$ cat config.mk
export PLATFORM = sky130hd
export DESIGN_NAME = lane_striper_n
export DESIGN_NICKNAME = d
export VERILOG_FILES = /design/src/rtl/lane_striper_n.sv
export SDC_FILE = /design/constraint.sdc
export NUM_CORES = 1
export LEC_CHECK = 0
export CAP_MARGIN = 40
export CORE_UTILIZATION = 24
export CTS_BUF_LIST = sky130_fd_sc_hd__clkbuf_4 sky130_fd_sc_hd__clkbuf_8
export DETAILED_ROUTE_END_ITERATION = 6
export PLACE_DENSITY = 0.49
export SYNTH_ARGS = -nofsm -noshare
export SYNTH_HDL_FRONTEND = slang
export SYNTH_SLANG_ARGS = --single-unit
$ cat constraint.sdc
create_clock -name clk_2f -period 3.2 [get_ports clk_2f]
set_clock_uncertainty 0.05 [all_clocks]
set_input_delay 0.64 -clock clk_2f [delete_from_list [all_inputs] [get_ports clk_2f]]
set_output_delay 0.64 -clock clk_2f [all_outputs]
set_load 0.005 [all_outputs]
$ cat src/rtl/lane_striper_n.sv
// Time-slotted word striper: one lane slot per clk_2f cycle, walking the enabled lanes of a
// per-round latched mask; sync_in restarts at the first enabled lane of the incoming mask.
module lane_striper_n #(
    parameter int DATA_W = 32,
    parameter int LANES  = 4
) (
    input  logic                      clk_2f,
    input  logic                      reset,
    input  logic [DATA_W-1:0]         data_input,
    input  logic                      valid_in,
    input  logic [LANES-1:0]          lane_mask,
    input  logic                      sync_in,
    output logic [LANES*DATA_W-1:0]   lane_data,
    output logic [LANES-1:0]          valid_out,
    output logic                      round_done,
    output logic [LANES-1:0]          mask_active
);

    localparam int PTR_W = $clog2(LANES);

    logic [PTR_W-1:0] ptr;
    logic [LANES-1:0] mask_q;

    logic [PTR_W-1:0] in_low;
    logic [PTR_W-1:0] in_high;
    logic [PTR_W-1:0] in_next;
    logic             in_any;
    logic [PTR_W-1:0] q_high;
    logic [PTR_W-1:0] q_next;
    logic             q_any;
    logic             q_has_next;

    logic             slot_act;
    logic             load_mask;
    logic             rd_nxt;
    logic [PTR_W-1:0] tgt;
    logic [PTR_W-1:0] ptr_nxt;
    logic [LANES-1:0] valid_nxt;

    assign mask_active = mask_q;

    // Scans of the incoming mask: lowest, highest and the lane following the lowest.
    always_comb begin
        in_low  = '0;
        in_high = '0;
        in_any  = 1'b0;
        for (int i = LANES - 1; i >= 0; i--) begin
            if (lane_mask[i]) in_low = PTR_W'(i);
        end
        for (int i = 0; i < LANES; i++) begin
            if (lane_mask[i]) begin
                in_high = PTR_W'(i);
                in_any  = 1'b1;
            end
        end
        in_next = in_low;
        for (int i = LANES - 1; i >= 0; i--) begin
            if (lane_mask[i] && (i > int'(in_low))) in_next = PTR_W'(i);
        end
    end

    always_comb begin
        q_high     = '0;
        q_any      = 1'b0;
        q_next     = '0;
        q_has_next = 1'b0;
        for (int i = 0; i < LANES; i++) begin
            if (mask_q[i]) begin
                q_high = PTR_W'(i);
                q_any  = 1'b1;
            end
        end
        for (int i = LANES - 1; i >= 0; i--) begin
            if (mask_q[i] && (i > int'(ptr))) begin
                q_next     = PTR_W'(i);
                q_has_next = 1'b1;
            end
        end
    end

    // Slot selection; sync wins over the normal advance, an empty mask idles and re-samples.
    always_comb begin
        slot_act  = 1'b0;
        tgt       = ptr;
        load_mask = 1'b0;
        ptr_nxt   = ptr;
        rd_nxt    = 1'b0;
        if (sync_in) begin
            slot_act  = in_any;
            tgt       = in_low;
            load_mask = 1'b1;
            ptr_nxt   = in_next;
            rd_nxt    = valid_in && in_any && (in_low == in_high);
        end else if (!q_any) begin
            load_mask = 1'b1;
            ptr_nxt   = in_low;
        end else begin
            slot_act = 1'b1;
            rd_nxt   = valid_in && (ptr == q_high);
            if (q_has_next) begin
                ptr_nxt = q_next;
            end else begin
                load_mask = 1'b1;
                ptr_nxt   = in_low;
            end
        end
    end

    // Lanes dropped by a freshly loaded mask lose their valid on the same edge.
    always_comb begin
        valid_nxt = valid_out;
        if (slot_act) valid_nxt[tgt] = valid_in;
        if (load_mask) valid_nxt = valid_nxt & lane_mask;
    end

    always_ff @(posedge clk_2f) begin
        if (!reset) begin
            lane_data  <= '0;
            valid_out  <= '0;
            round_done <= 1'b0;
            mask_q     <= lane_mask;
            ptr        <= in_low;
        end else begin
            valid_out  <= valid_nxt;
            round_done <= rd_nxt;
            ptr        <= ptr_nxt;
            if (load_mask) mask_q <= lane_mask;
            if (slot_act && valid_in) lane_data[int'(tgt)*DATA_W +: DATA_W] <= data_input;
        end
    end

endmodule

=== Yosys cells after proc, flatten, opt, wreduce, memory -nomap -nowiden ===
Index checks and enable logic that the tools add are counted.

* $add $sub $neg: 1
* Magnitude comparators: 8
* Equality and inequality tests: 3
* Shifts and indexed selects: 2
* Mux-type cells: 47
* Bitwise logic cells: 1
* Reduce and logical (&&, ||, !) cells: 11

{| class="wikitable"
|+ Operators with widths
! operator !! count
|-
| 128-bit bitwise mux || 1
|-
| 32-bit by 33-bit variable shift with 128-bit output (first input constant) || 1
|-
| 32-bit by 33-bit indexed part select with 128-bit output || 1
|-
| 2-bit two-way mux || 19
|-
| 7-bit negator with 33-bit output || 1
|-
| 1-bit two-way mux || 21
|-
| 4-bit two-way mux || 4
|-
| 1-bit logical AND || 11
|-
| 2-bit > comparator (first input constant) || 4
|-
| 4-bit AND || 1
|-
| 4-bit bitwise mux || 1
|-
| 2-bit equality test || 2
|-
| 1-bit by 2-bit > comparator with 1-bit output (first input constant) || 2
|-
| 2-bit by 3-bit less-than comparator with 1-bit output (second input constant) || 1
|-
| 1-bit demux with 2-bit select || 1
|-
| 2-bit by 1-bit >= comparator with 1-bit output (second input constant) || 1
|-
| 2-bit by 1-bit inequality test with 1-bit output (second input constant) || 1
|}

* Flip-flop bits (word level): 139
* Output and inout port bits: 137
* Logic and storage cells: 78

=== Longest topological paths before layout ===
Gate-level depths: netlist of the first run.

* Word-level depth: 13
* Mapped depth: 11
* Mapped depth without buffers: 8

=== Least setup slack after synthesis of the first run ===
No wires, ideal clock.

* Path type: in2reg
* From: input lane_mask[1]
* To: register lane_data[66]
* Arrival time: 2611 ps
* Setup slack: 480 ps
* Stages on the path: 10
* Buffers on the path: 3
* Cells stage by stage: buf_2 nor3_1 mux2i_1 ha_1 clkbuf_1 nor4bb_1 nand3_1 nor3b_4 buf_6 a22o_1

* Longest elaborated chain between the ends: 6

{| class="wikitable"
|+ RTL lines
! what !! line !! source
|-
| from (decl) || 11 || <nowiki>input logic [LANES-1:0] lane_mask,</nowiki>
|-
| 2-bit two-way mux (2 in a row) || 48 || <nowiki>if (lane_mask[i]) in_low = PTR_W'(i);</nowiki>
|-
| 2-bit two-way mux || 88 || <nowiki>if (sync_in) begin</nowiki>
|-
| 7-bit negator with 33-bit output || 128 || <nowiki>if (slot_act && valid_in) lane_data[int'(tgt)*DATA_W +: DATA_W] <= data_input;</nowiki>
|-
| 32-bit by 33-bit indexed part select with 128-bit output or 32-bit by 33-bit variable shift with 128-bit output (tied branches) || 128 ||
|-
| 128-bit bitwise mux || 128 ||
|-
| to (signal, indexed assignment) || 128 ||
|-
| to (decl) || 13 || <nowiki>output logic [LANES*DATA_W-1:0] lane_data,</nowiki>
|}

Parallel ways exist; a longest one is shown, timed or not.
A chain may end at the register's enable or synchronous reset.

=== Worst setup path in the final report of the first run ===
* From: input lane_mask[3]
* To: register lane_data[83]

* Longest elaborated chain between the ends: 8

{| class="wikitable"
|+ RTL lines
! what !! line
|-
| 2-bit two-way mux (4 in a row) || 48
|-
| 2-bit two-way mux || 88
|-
| 7-bit negator with 33-bit output || 128
|-
| 32-bit by 33-bit indexed part select with 128-bit output or 32-bit by 33-bit variable shift with 128-bit output (tied branches) || 128
|-
| 128-bit bitwise mux || 128
|}

Parallel ways exist; a longest one is shown, timed or not.

==> results.py, run 1 <==
metrics = {
    "clock_network": {
        "cts.repair.resized": 0,
        "cts-root-to-sink-buffers": 2,
        "clk_sink_count": 139,
        "clock_transition_at_the_registers_of_the_reported_paths_ns": 0.08,
        "clock_tree.root_cell": "clkbuf_8",
        "cts_buffers": 17,
        "skew_pair_late_insertion_delay_ns": 0.44,
        "cts.htree.levels": 4,
        "cts_tree": "yes",
        "postCtsSetupRepairBufs": 0,
        "ctsHoldBuffers": 0,
    },
    "place": {
        "dp_hpwl_um": 13110,
        "portBuffers": 176,
        "gp_congestion": 0.7518,
        "dpl_cells": 979,
        "detailedPlace.worstSlack_ns": -0.1809,
    },
    "final_layout": {
        "flow.area_growth_from_synthesis_pct": 46.92,
        "antenna_cells": 0,
        "layout.core_utilization_pct": 35.93,
        "drive_above_1_share_pct": 11.98,
        "ff_latch_area_um2": 2823,
        "layout.cells.most_common": "clkdlybuf4s50_1",
        "instances_no_fill": 1011,
        "multiInputGateArea_um2": 2399,
        "most_used_cells_in_the_layout_excluding_fill_and_tap_cells": "clkdlybuf4s50_1, dfxtp_1, nand2_1",
        "n_fill_cell": 2292,
        "finish.net_count": 760,
    },
    "critical_path": {
        "worstSetupStartpointType": "input pin",
        "crit_family": "simple AND/OR/NAND/NOR gates",
        "timing.critical_path.required_ns": 3.54,
        "critical_path.max_stage_delay_ns": 0.53,
        "cp_slowest_cell": "clkdlybuf4s50_1",
        "cp_cell_sequence": "clkdlybuf4s50_1, nor2_1, nor3_1, mux2i_1, ha_2, nor4bb_1, nand3_1, nor3b_4, buf_12, a22o_1",
        "cp.arrival_ns": 3.26,
        "worst-setup-path-type": "input pin to register",
        "worst-path-buf-inv": 2,
        "critical_path_peak_fanout": 21,
        "timing.critical_path.to_type": "register",
    },
    "timing": {
        "period_needed_ns": 2.920,
        "postLayoutSetupSlackWorst_ns": 0.2802,
        "fmaxAchievable_mhz": 342.5,
        "finalSetupViolations": 0,
        "setup_repair_after_global_routing_missed_its_margin": "no",
        "hold_violations": 0,
        "slew_headroom_pct": 49.13,
        "worst_margin_pin_slew_ns": 0.7631,
        "final-max-slew-violation-count": 0,
        "final_min_period_over_clock_period_pct": 91.24,
    },
    "yosys": {
        "area_share_of_and_or_nand_nor_cells_after_synthesis_pct": 9.112,
        "dominant_combinational_cell_family_by_area_after_synthesis": "compound AO/OA/AOI/OAI gates",
        "synth_area_in_compound_gates_pct": 30.98,
        "synth_enable_flop_cells": 4,
        "synth_async_sr_flop_share_pct": 0,
        "ys.warnings.count": 0,
        "syn-instance-count": 537,
        "synthesis.nets": 584,
        "synthDistinctLibCells": 47,
        "yosysTopAreaCell": "dfxtp_1",
        "synthMuxAreaShare_pct": 0.6120,
        "post_synth_fa_ha_maj_area_fraction_pct": 1.587,
        "synth-seq-area-share_pct": 51.13,
        "synthFlopType": "dfxtp_1",
        "postSynthAreaPerCell_um2": 10.28,
        "netlist_area_um2": 5520,
        "synthTopCellsByArea": "dfxtp_1, a22o_1, a31o_1, nand2_1, a31oi_1",
        "netlist.area_leader.share_pct": 48.96,
        "synth_seq_cells": 139,
        "synth_xor_area_share_pct": 0.1587,
    },
    "power": {
        "power_density_nw_per_um2": 453.8,
        "power.static_leakage_nw": 2.943,
        "vdd_drop_max_v": 0.0002392,
    },
    "floorplan": {
        "design.core.area_um2": 22570,
        "core.rowCount": 55,
        "die_w_um": 153.7,
        "die_h_um": 153.7,
        "starting_utilization_of_the_core_area_pct": 24.46,
        "floorplan.die_area_um2": 23610,
        "pin_count": 177,
    },
    "global_routing": {
        "grt_overflow": 0,
        "gr-usage-all-layers_pct": 15.92,
        "antenna_found_initial": 0,
        "grt_pass1_vias": 4961,
        "grt_start_max_net_pins": 73,
        "grt_pass1_wl_um": 28820,
    },
    "routing": {
        "route.vias.total": 4995,
        "remaining_drc_errors": 0,
        "detailedRoute.firstPassIterationCount": 5,
        "drt-vias-per-instance": 4.941,
        "dr.first_iter.drc_count": 222,
        "routed_wire_length_per_instance_um": 18.31,
        "detail_route.wirelength_um": 18520,
        "route.antenna.remaining_nets": 0,
    },
    "min_path": {
        "hp-class": "register to register",
    },
    "flow_run": {
        "timing.max_cap.violations": 0,
    },
    "outcome": {
        "run_status": "finished, final reports clean",
    },
}
synth_stat cells (5+ instances only):
cell type / count
a21oi_1: 37
buf_2: 22
buf_6: 12
dfxtp_1: 135
clkbuf_1: 25
a22o_1: 64
ha_1: 7
nand2_1: 70
nand3_1: 5
a31oi_1: 35
o21ai_0: 8
a31o_1: 64
sequential cells by signal, indices dropped and copies added, names as in the netlist:
signal,cells
lane_data,128
mask_active,4
valid_out,4
ptr,2
round_done,1
path summary, 6_finish.rpt:
check	from	end	slack, ns	cells after the start
setup / recovery	lane_mask[3]	lane_data[83]	0.28	10
hold / removal	lane_data[78]	lane_data[78]	0.43	1
setup reg to reg	ptr[1]	lane_data[83]	0.89	7
hold reg to reg	lane_data[78]	lane_data[78]	0.43	1
metrics by stage:
step	total power [mW]	area, um2	hold slack [ns]	TNS [ns]
finish	3.680	8110	0.4310	0
global route	3.845	8110	0.4558	0
CTS	3.736	8110	0.4328	0
detailed placement	2.302	7720	0.4038	-4.827
global placement	2.294	7720	0.4094	-4.085
floorplan	2.049	5520	0.4160	0
routing by layer:
layer	vias to the layer above	global-route usage, %	share of wire, %
li1	2361	-	-
met1	2427	19.91	45
met2	188	26.49	47
met3	19	4.538	6.4
met4	0	4.667	1.4
met5	-	0	0
cell families after synthesis:
kind of cell | count (synthesis)
AOI/OAI and AO/OA | 224
xor gates and xnor gates | 1
adders and majority gates | 7
buffers and inverters | 63
DFF | 139
muxes | 3
and+or+nand+nor | 100
report_power, final:
group	total (mW)	internal (mW)	switching [mW]
logic	0.467	0.195	0.273
registers	1.79	1.77	0.0259
clock network	1.42	0.673	0.749
total	3.68	2.63	1.05
final cells by class:
| type | instances | area share [%] |
|---|---|---|
| clock buffer | 19 | 3.224 |
| clock inverter | 13 | 1.589 |
| inverter | 4 | 0.1851 |
| multi-input combinational | 335 | 29.57 |
| sequential | 139 | 34.80 |
| tap | 285 | 4.397 |
| timing repair buffer | 216 | 26.23 |
Power figures use the tool's default switching activity.
==> run 2, diff against run 1 <==
- CORE_MARGIN: unset -> 2
==> results.py, run 2 (same netlist as run 1, synthesis figures left out) <==
metrics = {
    "timing": {
        "final-max-slew-violation-count": 0,
        "hold_violations": 0,
        "slew_headroom_pct": 40.18,
        "tns_ns": 0,
        "setup_repair_after_global_routing_missed_its_margin": "no",
        "finalSetupViolations": 0,
        "final_min_period_over_clock_period_pct": 88.62,
        "fmaxAchievable_mhz": 352.6,
        "timing.hold.ws_ns": 0.4229,
        "worst_margin_pin_slew_ns": 0.8785,
        "period_needed_ns": 2.836,
    },
    "power": {
        "power_density_nw_per_um2": 475.1,
        "power.static_leakage_nw": 2.948,
        "vdd_drop_max_v": 0.0001984,
    },
    "routing": {
        "detail_route.wirelength_um": 19190,
        "routed_wire_length_per_instance_um": 19.05,
        "route.antenna.remaining_nets": 0,
        "route.vias.total": 4990,
        "dr.first_iter.drc_count": 220,
        "detailedRoute.firstPassIterationCount": 4,
        "drt-vias-per-instance": 4.955,
        "remaining_drc_errors": 0,
    },
    "clock_network": {
        "postCtsSetupRepairBufs": 0,
        "cts_buffers": 17,
        "cts_tree": "yes",
        "clk_sink_count": 139,
        "cts.htree.levels": 4,
        "clock_transition_at_the_registers_of_the_reported_paths_ns": 0.08,
        "ctsHoldBuffers": 0,
        "clock_tree.root_cell": "clkbuf_8",
        "cts.repair.resized": 0,
        "cts-root-to-sink-buffers": 2,
        "skew_pair_late_insertion_delay_ns": 0.44,
    },
    "global_routing": {
        "grt_start_max_net_pins": 58,
        "grt_overflow": 0,
        "gr-usage-all-layers_pct": 15.78,
        "grt_pass1_vias": 5005,
        "antenna_found_initial": 0,
        "grt_pass1_wl_um": 29320,
    },
    "min_path": {
        "min_to": "lane_data[68]",
        "hold-path-cell-count": 1,
        "min_from": "lane_data[68]",
        "hp-class": "register to register",
    },
    "final_layout": {
        "layout.core_utilization_pct": 35.81,
        "most_used_cells_in_the_layout_excluding_fill_and_tap_cells": "clkdlybuf4s50_1, dfxtp_1, nand2_1",
        "finish.net_count": 757,
        "n_fill_cell": 2266,
        "most_flops_register": "lane_data",
        "drive_above_1_share_pct": 11.50,
        "flow.area_growth_from_synthesis_pct": 46.87,
        "number_of_flip_flops_in_the_largest_register": 128,
        "antenna_cells": 0,
        "layout.cells.most_common": "clkdlybuf4s50_1",
    },
    "floorplan": {
        "starting_utilization_of_the_core_area_pct": 24.38,
        "core.rowCount": 55,
        "die_h_um": 155.7,
        "floorplan.die_area_um2": 24230,
        "pin_count": 177,
        "design.core.area_um2": 22640,
        "die_w_um": 155.7,
    },
    "place": {
        "portBuffers": 176,
        "dp_hpwl_um": 13590,
        "gp_congestion": 0.7790,
    },
    "critical_path": {
        "cp.arrival_ns": 3.18,
        "timing.critical_path.to_type": "register",
        "timing.critical_path.required_ns": 3.54,
        "worst-setup-path-type": "input pin to register",
        "rr_worst_depth": 5,
        "worstSetupStartpointType": "input pin",
        "critical_path_peak_fanout": 8,
        "r2r_end": "lane_data[9]",
        "r2r_slack_ns": 0.87,
        "r2r_start": "mask_active[3]",
    },
    "flow_run": {
        "timing.max_cap.violations": 0,
    },
    "outcome": {
        "run_status": "finished, final reports clean",
    },
}
==> run 2: cell count changes in the layout (fill, tap and decap cells not counted) <==
cell and change:
buf_4 -1, buf_12 -2, clkinv_4 -2, clkbuf_4 +1, inv_6 -3, bufinv_16 +3, clkinvlp_4 -1, inv_8 -1
clkinv_2 +2
==> run 2: worst max path at each step <==
stage	start	to
6_report	lane_mask[3]	lane_data[90]
5_1_grt	lane_mask[3]	lane_data[64]
4_1_cts	lane_mask[3]	lane_data[90]
3_5_place_dp	lane_mask[3]	lane_data[89]
3_3_place_gp	lane_mask[2]	lane_data[90]
2_1_floorplan	lane_mask[1]	lane_data[66]
==> run 2: metal layers <==
layer / wire (um) / share of wire [%] / GRT usage [%]
met4: 409 / 2.1 / 5.461
met2: 8487 / 44 / 24.40
met5: 0 / 0 / 0
met1: 9098 / 47 / 21.03
met3: 1191 / 6.2 / 4.583
==> run 2: final cells by class <==
class / count / area, um2 / share of cell area (%)
well taps: 285 / 356.6 / 4.398
flip-flops and latches: 139 / 2823 / 34.81
clock buffers: 20 / 269.0 / 3.318
inverters: 4 / 15.01 / 0.1852
multi-input cells: 335 / 2399 / 29.58
repair buffers: 213 / 2079 / 25.65
clock inverters: 11 / 166.4 / 2.052
==> run 2: report_power, final <==
group          internal [mW]  switching, mW
logic                  0.189          0.277
clock network          0.896          0.698
registers               1.77         0.0265
==> run 2: worst max-delay path, stage by stage <==
cell and delay, ns:
clkdlybuf4s50_1 0.48, nor2_1 0.06, nor3_1 0.28, mux2i_1 0.20, ha_2 0.36, nor4bb_1 0.25, nand3_1 0.16, nor3b_4 0.36
buf_4 0.23, a22o_1 0.14
==> run 2: per-stage QoR <==
step	setup slack, ns	power (mW)	cells	cell area, um2
floorplan	0.4802	2.049	537	5520
global placement	-0.1119	2.294	976	7672
detailed placement	-0.1105	2.301	976	7672
CTS	0.3752	3.900	1007	8108
global route	0.1135	4.014	1007	8108
finish	0.3643	3.852	1007	8108
